==> src/rtl/pid_alu_pkg.sv <==
// Shared types and helpers for the balance-controller arithmetic unit.
package pid_alu_pkg;

  typedef enum logic [1:0] {
    OP_ADD = 2'd0,
    OP_SUB = 2'd1,
    OP_MUL = 2'd2,
    OP_MAC = 2'd3
  } op_t;

  typedef enum logic [1:0] {
    SC_X1     = 2'd0,
    SC_X2     = 2'd1,
    SC_X4     = 2'd2,
    SC_X1_ALT = 2'd3
  } scale_t;

  typedef enum logic [1:0] {
    ST_IDLE = 2'd0,
    ST_EXEC = 2'd1,
    ST_MUL  = 2'd2,
    ST_ACC  = 2'd3
  } state_t;

  // Clamp a signed value into the range of a w-bit two's complement number.
  function automatic logic signed [63:0] sat_s(input logic signed [63:0] v,
                                               input int unsigned w);
    logic signed [63:0] hi;
    logic signed [63:0] lo;
    hi = (64'sd1 <<< (w - 32'd1)) - 64'sd1;
    lo = -(64'sd1 <<< (w - 32'd1));
    if (v > hi) begin
      sat_s = hi;
    end else if (v < lo) begin
      sat_s = lo;
    end else begin
      sat_s = v;
    end
  endfunction

endpackage

==> src/rtl/pid_alu_seq_mult.sv <==
// Iterative signed shift-add multiplier: one multiplier bit per cycle,
// DW cycles from the start edge to the edge that raises o_done.
module seq_mult #(
  parameter int DW = 16
) (
  input  logic              clk,
  input  logic              rst,
  input  logic              i_start,
  input  logic [DW-1:0]     i_a,
  input  logic [DW-1:0]     i_b,
  output logic              o_done,
  output logic [2*DW-1:0]   o_prod
);

  localparam int CW = $clog2(DW) + 1;

  logic [2*DW-1:0] r_mcand;
  logic [DW-1:0]   r_mplier;
  logic [2*DW-1:0] r_prod;
  logic [CW-1:0]   r_cnt;
  logic            r_busy;
  logic            r_done;
  logic [2*DW-1:0] w_addend;

  // Partial product for the current multiplier bit.
  assign w_addend = r_mplier[0] ? r_mcand : {(2*DW){1'b0}};

  // Shift-add iteration; the multiplier sign bit carries negative weight,
  // so the last partial product is subtracted instead of added.
  always_ff @(posedge clk) begin
    if (rst) begin
      r_mcand  <= '0;
      r_mplier <= '0;
      r_prod   <= '0;
      r_cnt    <= '0;
      r_busy   <= 1'b0;
      r_done   <= 1'b0;
    end else begin
      r_done <= 1'b0;
      if (!r_busy) begin
        if (i_start) begin
          r_mcand  <= {{DW{i_a[DW-1]}}, i_a};
          r_mplier <= i_b;
          r_prod   <= '0;
          r_cnt    <= '0;
          r_busy   <= 1'b1;
        end
      end else begin
        if (r_cnt == CW'(DW - 1)) begin
          r_prod <= r_prod - w_addend;
          r_busy <= 1'b0;
          r_done <= 1'b1;
        end else begin
          r_prod <= r_prod + w_addend;
        end
        r_mcand  <= {r_mcand[2*DW-2:0], 1'b0};
        r_mplier <= {1'b0, r_mplier[DW-1:1]};
        r_cnt    <= r_cnt + CW'(1);
      end
    end
  end

  assign o_done = r_done;
  assign o_prod = r_prod;

endmodule

==> src/rtl/pid_alu_seq.sv <==
// Sequential ADD/SUB/MUL/MAC unit on signed fixed-point operands with an
// internal saturating accumulator.
module pid_alu_seq
  import pid_alu_pkg::*;
#(
  parameter int DW       = 16,
  parameter int FRAC     = 12,
  parameter int SAT_BITS = 12
) (
  input  logic          clk,
  input  logic          rst,
  input  logic          start,
  input  logic [1:0]    op,
  input  logic [DW-1:0] a,
  input  logic [DW-1:0] b,
  input  logic [1:0]    scale,
  input  logic          saturate,
  input  logic          clr_acc,
  output logic          busy,
  output logic          done,
  output logic [DW-1:0] dst,
  output logic [DW-1:0] acc
);

  state_t                 r_state;
  op_t                    r_op;
  logic signed [DW-1:0]   r_a_s;
  logic signed [DW-1:0]   r_b;
  logic                   r_sat;
  logic signed [DW-1:0]   r_p;
  logic signed [DW-1:0]   r_acc;
  logic [DW-1:0]          r_dst;
  logic                   r_busy;
  logic                   r_done;

  logic [DW-1:0]          w_a_s;
  logic                   w_mult_start;
  logic                   w_mult_done;
  logic signed [2*DW-1:0] w_prod;
  logic signed [2*DW-1:0] w_shift;
  logic signed [DW-1:0]   w_p;
  logic signed [DW-1:0]   w_addsub;
  logic [DW-1:0]          w_addsub_res;
  logic signed [DW-1:0]   w_mac_res;

  // Scale src0 by a left shift; overflowed bits simply fall off.
  always_comb begin
    w_a_s = a;
    case (scale_t'(scale))
      SC_X2:   w_a_s = {a[DW-2:0], 1'b0};
      SC_X4:   w_a_s = {a[DW-3:0], 2'b00};
      default: w_a_s = a;
    endcase
  end

  assign w_mult_start = (r_state == ST_IDLE) && start && op[1];

  seq_mult #(.DW(DW)) u_mult (
    .clk     (clk),
    .rst     (rst),
    .i_start (w_mult_start),
    .i_a     (w_a_s),
    .i_b     (b),
    .o_done  (w_mult_done),
    .o_prod  (w_prod)
  );

  // Wrapped add/subtract, optionally clamped to the narrower SAT_BITS range.
  always_comb begin
    if (r_op == OP_SUB) begin
      w_addsub = r_b - r_a_s;
    end else begin
      w_addsub = r_b + r_a_s;
    end
    if (r_sat) begin
      w_addsub_res = DW'(sat_s(64'(w_addsub), SAT_BITS));
    end else begin
      w_addsub_res = w_addsub;
    end
  end

  // Arithmetic shift floors the fixed-point product before clamping.
  assign w_shift   = w_prod >>> FRAC;
  assign w_p       = DW'(sat_s(64'(w_shift), DW));
  assign w_mac_res = DW'(sat_s(64'(r_acc) + 64'(r_p), DW));

  // Control FSM with registered busy/done/dst and the accumulator.
  always_ff @(posedge clk) begin
    if (rst) begin
      r_state <= ST_IDLE;
      r_op    <= OP_ADD;
      r_a_s   <= '0;
      r_b     <= '0;
      r_sat   <= 1'b0;
      r_p     <= '0;
      r_acc   <= '0;
      r_dst   <= '0;
      r_busy  <= 1'b0;
      r_done  <= 1'b0;
    end else begin
      r_done <= 1'b0;
      case (r_state)
        ST_IDLE: begin
          if (start) begin
            r_op    <= op_t'(op);
            r_a_s   <= w_a_s;
            r_b     <= b;
            r_sat   <= saturate;
            r_busy  <= 1'b1;
            r_state <= op[1] ? ST_MUL : ST_EXEC;
          end
        end
        ST_EXEC: begin
          r_dst   <= w_addsub_res;
          r_done  <= 1'b1;
          r_busy  <= 1'b0;
          r_state <= ST_IDLE;
        end
        ST_MUL: begin
          if (w_mult_done) begin
            if (r_op == OP_MAC) begin
              r_p     <= w_p;
              r_state <= ST_ACC;
            end else begin
              r_dst   <= w_p;
              r_done  <= 1'b1;
              r_busy  <= 1'b0;
              r_state <= ST_IDLE;
            end
          end
        end
        ST_ACC: begin
          r_acc   <= w_mac_res;
          r_dst   <= w_mac_res;
          r_done  <= 1'b1;
          r_busy  <= 1'b0;
          r_state <= ST_IDLE;
        end
        default: begin
          r_busy  <= 1'b0;
          r_state <= ST_IDLE;
        end
      endcase
      // A clear overrides any accumulator write on the same edge.
      if (clr_acc) begin
        r_acc <= '0;
      end
    end
  end

  assign busy = r_busy;
  assign done = r_done;
  assign dst  = r_dst;
  assign acc  = r_acc;

endmodule
==> config.mk <==
export PLATFORM = sky130hd
export DESIGN_NAME = pid_alu_seq
export DESIGN_NICKNAME = d
export VERILOG_FILES = /design/src/rtl/pid_alu_pkg.sv /design/src/rtl/pid_alu_seq_mult.sv /design/src/rtl/pid_alu_seq.sv
export SDC_FILE = /design/constraint.sdc
export NUM_CORES = 1
export LEC_CHECK = 0
export BUFFER_PORTS_ARGS = -buffer_cell sky130_fd_sc_hd__buf_2
export CAP_MARGIN = 30
export CORE_UTILIZATION = 25
export CTS_BUF_LIST = sky130_fd_sc_hd__clkbuf_8
export CTS_CLUSTER_SIZE = 25
export DETAILED_ROUTE_END_ITERATION = 7
export PLACE_DENSITY = 0.37
export SLEW_MARGIN = 5
export SYNTH_ARGS = -nofsm -noshare
export SYNTH_HDL_FRONTEND = slang
export SYNTH_SLANG_ARGS = --single-unit
export TNS_END_PERCENT = 1
==> constraint.sdc <==
create_clock -name clk -period 7.1 [get_ports clk]
set_input_delay 1.42 -clock clk [delete_from_list [all_inputs] [get_ports clk]]
set_output_delay 1.42 -clock clk [all_outputs]
set_load 0.05 [all_outputs]
==> flow_metrics.py <==
metrics = {
    "status": {
        "outcome": "completed",
    },
    "timing": {
        "setup_viol": 0,
        "clock_skew_ns": 0.01783,
        "fin_crit_ns": 5.141,
        "rsz0062_at_grt": "no",
        "final_max_slew_viol_count": 0,
        "hold-worst-slack_ns": 0.4653,
        "fin_tns_setup_ns": 0,
        "final.period_utilization_pct": 72.42,
        "max_slew.worst_pin.slew_ns": 0.9798,
        "relSlewSlack_pct": 34.52,
        "final_hold_viol_count": 0,
        "fmax_mhz": 194.5,
    },
    "floorplan": {
        "coreArea_mm2": 0.04656,
        "die_x_um": 219.1,
        "ioPinCount": 75,
        "fp.dieH_um": 219.1,
        "start_util_pct": 25.31,
        "num_rows": 79,
        "die_area_mm2": 0.04800,
    },
    "flow_run": {
        "cap_violations": 0,
    },
    "yosys": {
        "synth_sequential_area_ratio_pct": 29.56,
        "syn_avg_cell_area_um2": 7.167,
        "ys_top_cells_by_area": "dfxtp_1 (30%), a21oi_1 (11%), nor2_1 (9.5%), ha_1 (7.3%), nand2_1 (5.7%)",
        "netlist_instances": 1644,
        "synthArstFlopShare_pct": 0,
        "synth-edff-count": 0,
        "yosys.cell_types.count": 74,
        "syn-num-nets": 1757,
        "synth.ff_latch_count": 174,
        "yosys.area.top_type_share_pct": 29.56,
        "synth_ff_type": "dfxtp_1",
        "mappedNetlistArea_mm2": 0.01178,
        "yosys.area.top_type": "dfxtp_1",
        "ys.warnings.count": 0,
    },
    "routing": {
        "drt-initial-drc-count": 817,
        "post_drt_wl_per_cell_um": 17.31,
        "first_pass_iters": 5,
        "vias": 11520,
        "drc_errors": 0,
        "finalWirelength_um": 39570,
        "ant_nets": 0,
        "via_per_inst": 5.037,
    },
    "placement": {
        "io_buffer_count": 74,
        "dp_hpwl_um": 29460,
        "gp_congestion": 0.8215,
    },
    "power": {
        "power_frac_clock_pct": 22.7,
        "p_switching_uw": 1361,
        "leakagePower_uw": 0.005312,
        "p_seq_share_pct": 34.1,
        "swShare_pct": 41.23,
        "p_int_uw": 1939,
        "pwr-share-comb_pct": 43.2,
        "peakVddDrop_uv": 102.4,
        "power_density_mw_per_mm2": 251.0,
    },
    "clock_tree": {
        "cts_resized": 0,
        "clock_latency_ns": 0.56,
        "cts-buffers-inserted": 17,
        "htree_num_levels": 4,
        "cts_tree": "yes",
        "cts_root_buf": "clkbuf_8",
        "cts_setup_buffers": 0,
        "clock-sinks": 174,
        "ctsHoldBuffers": 0,
        "clk_pin_slew_ns": 0.10,
        "clk_path_buf_depth": 2,
    },
    "worst_setup_path": {
        "cpLargestDelayFamily": "compound AO/OA/AOI/OAI gates",
        "crit_top_cell": "ha_1",
        "path_class": "reg2reg",
        "crit_chain": "ha_1 -> and3_1 -> ha_1 -> buf_4 -> o21ai_1 -> o211ai_1 -> ha_1 -> and2_1 -> o211ai_1 -> a2111oi_1 -> nor3_1 -> o41a_1 -> o22ai_1 -> nor2_1 -> xnor2_1 -> a22o_1",
        "crit_path_max_fanout": 42,
        "cp.required_ns": 7.54,
        "cpMaxStageDelayCell": "a2111oi_1",
        "slowest_delay_ns": 0.93,
        "crit_buf_inv": 1,
        "end_kind": "register",
        "start_kind": "register",
        "crit_arrival_ns": 5.58,
    },
    "min_path": {
        "hold_class": "reg2reg",
    },
    "global_routing": {
        "grt_max_degree": 79,
        "antenna_found_initial": 2,
        "grt_overflow": 0,
        "grt_pass1_wl_um": 63070,
        "grt_pass1_vias": 11050,
        "grt_usage_pct": 17.09,
    },
    "layout": {
        "multi_input_area_mm2": 0.007791,
        "syn_to_final_growth_pct": 11.55,
        "seq_area_mm2": 0.003487,
        "fillers": 5116,
        "nets": 1778,
        "mostFrequentLayoutCells": "nor2_1 (299), a21oi_1 (258), nand2_1 (177)",
        "fin_util_pct": 28.23,
        "drive_above_1_share_pct": 8.646,
        "layout_commonest_cell": "nor2_1",
    },
}
Yosys cell counts, types with 8 or more instances:
| cell | instances |
|---|---|
| and2_1 | 12 |
| ha_1 | 69 |
| a21oi_1 | 258 |
| nand3_1 | 25 |
| o21a_1 | 12 |
| nor2_1 | 299 |
| a21o_1 | 24 |
| o211ai_1 | 11 |
| inv_1 | 45 |
| nand2_1 | 178 |
| and3_1 | 15 |
| dfxtp_1 | 174 |
| nor2b_1 | 11 |
| xor2_1 | 38 |
| o21ai_1 | 10 |
| o21bai_1 | 10 |
| nand2b_1 | 14 |
| nor3_1 | 27 |
| o31ai_1 | 10 |
| buf_1 | 10 |
| nand4_1 | 8 |
| o22ai_1 | 10 |
| o21ai_0 | 64 |
| clkbuf_1 | 79 |
| a211oi_1 | 28 |
| xnor2_1 | 36 |
| a22oi_1 | 16 |
| nor4_1 | 8 |
| or3_1 | 12 |
| a31oi_1 | 17 |
per-layer routing:
metal | vias to the layer above | global-route usage (%) | routed length, um
met1 | 5436 | 23.79 | 20230
li1 | 5869 | - | -
met5 | - | 0 | 0
met3 | 31 | 2.897 | 1283
met2 | 179 | 26.28 | 17290
met4 | 0 | 6.181 | 770
final timing paths:
check | from | end | slack (ns) | depth (start not counted)
worst min register to register | r_p[14] | r_p[14] | 0.47 | 2
worst max register to register | u_mult.r_cnt[0] | u_mult.o_prod[29] | 1.96 | 16
worst min-delay path | r_p[14] | r_p[14] | 0.47 | 2
worst max-delay path | u_mult.r_cnt[0] | u_mult.o_prod[29] | 1.96 | 16
sequential cells by signal, indices dropped and copies added, names as in the netlist, 2 cells and up:
signal and cells:
u_mult.o_prod 32, u_mult.r_mcand 32, acc 16, dst 16, r_a_s 16, r_b 16
r_p 16, u_mult.r_mplier 16, u_mult.r_cnt 5, r_op 2, r_state 2
power groups by stage:
stage / clock, uW / combinational (uW) / sequential (uW)
2_1_floorplan: 0 / 1060 / 1140
3_3_place_gp: 0 / 1420 / 1150
3_5_place_dp: 0 / 1430 / 1150
4_1_cts: 795 / 1440 / 1130
5_1_grt: 821 / 1610 / 1140
6_report: 749 / 1430 / 1120
cell families (layout without fill, tap and decap cells):
logic type,count (synthesis),after routing,synth area share (%)
other,0,2,0
DFF,174,174,29.56
adders and majority gates,79,79,8.432
muxes,9,9,0.8176
xor gates and xnor gates,74,74,5.501
AOI/OAI and AO/OA,535,535,27.83
buffers and inverters,137,170,4.386
and+or+nand+nor,636,636,23.47
worst min-delay path: cells and delay by family (launching register included):
kind             cells  cell delay [ns]
flip-flops           1             0.33
AO/OA/AOI/OAI        1             0.05
AND/OR/NAND/NOR      1             0.05
cell type report:
type / instances / share of cell area, %
clock inverter: 11 / 0.8948
multi-input combinational: 1333 / 59.28
clock buffer: 20 / 2.094
timing repair buffer: 93 / 4.074
antenna: 2 / 0.03808
tap: 607 / 5.778
sequential: 174 / 26.53
inverter: 46 / 1.314
per-stage QoR:
| stage | instances | setup slack (ns) | area (um2) | total power [uW] |
|---|---|---|---|---|
| 2_1_floorplan | 1644 | 2.862 | 11780 | 2203 |
| 3_3_place_gp | 2252 | 1.928 | 12720 | 2573 |
| 3_5_place_dp | 2253 | 1.879 | 12750 | 2581 |
| 4_1_cts | 2284 | 1.840 | 13140 | 3362 |
| 5_1_grt | 2286 | 1.569 | 13140 | 3570 |
| 6_report | 2286 | 1.959 | 13140 | 3300 |
(Power assumes the default switching activity.)
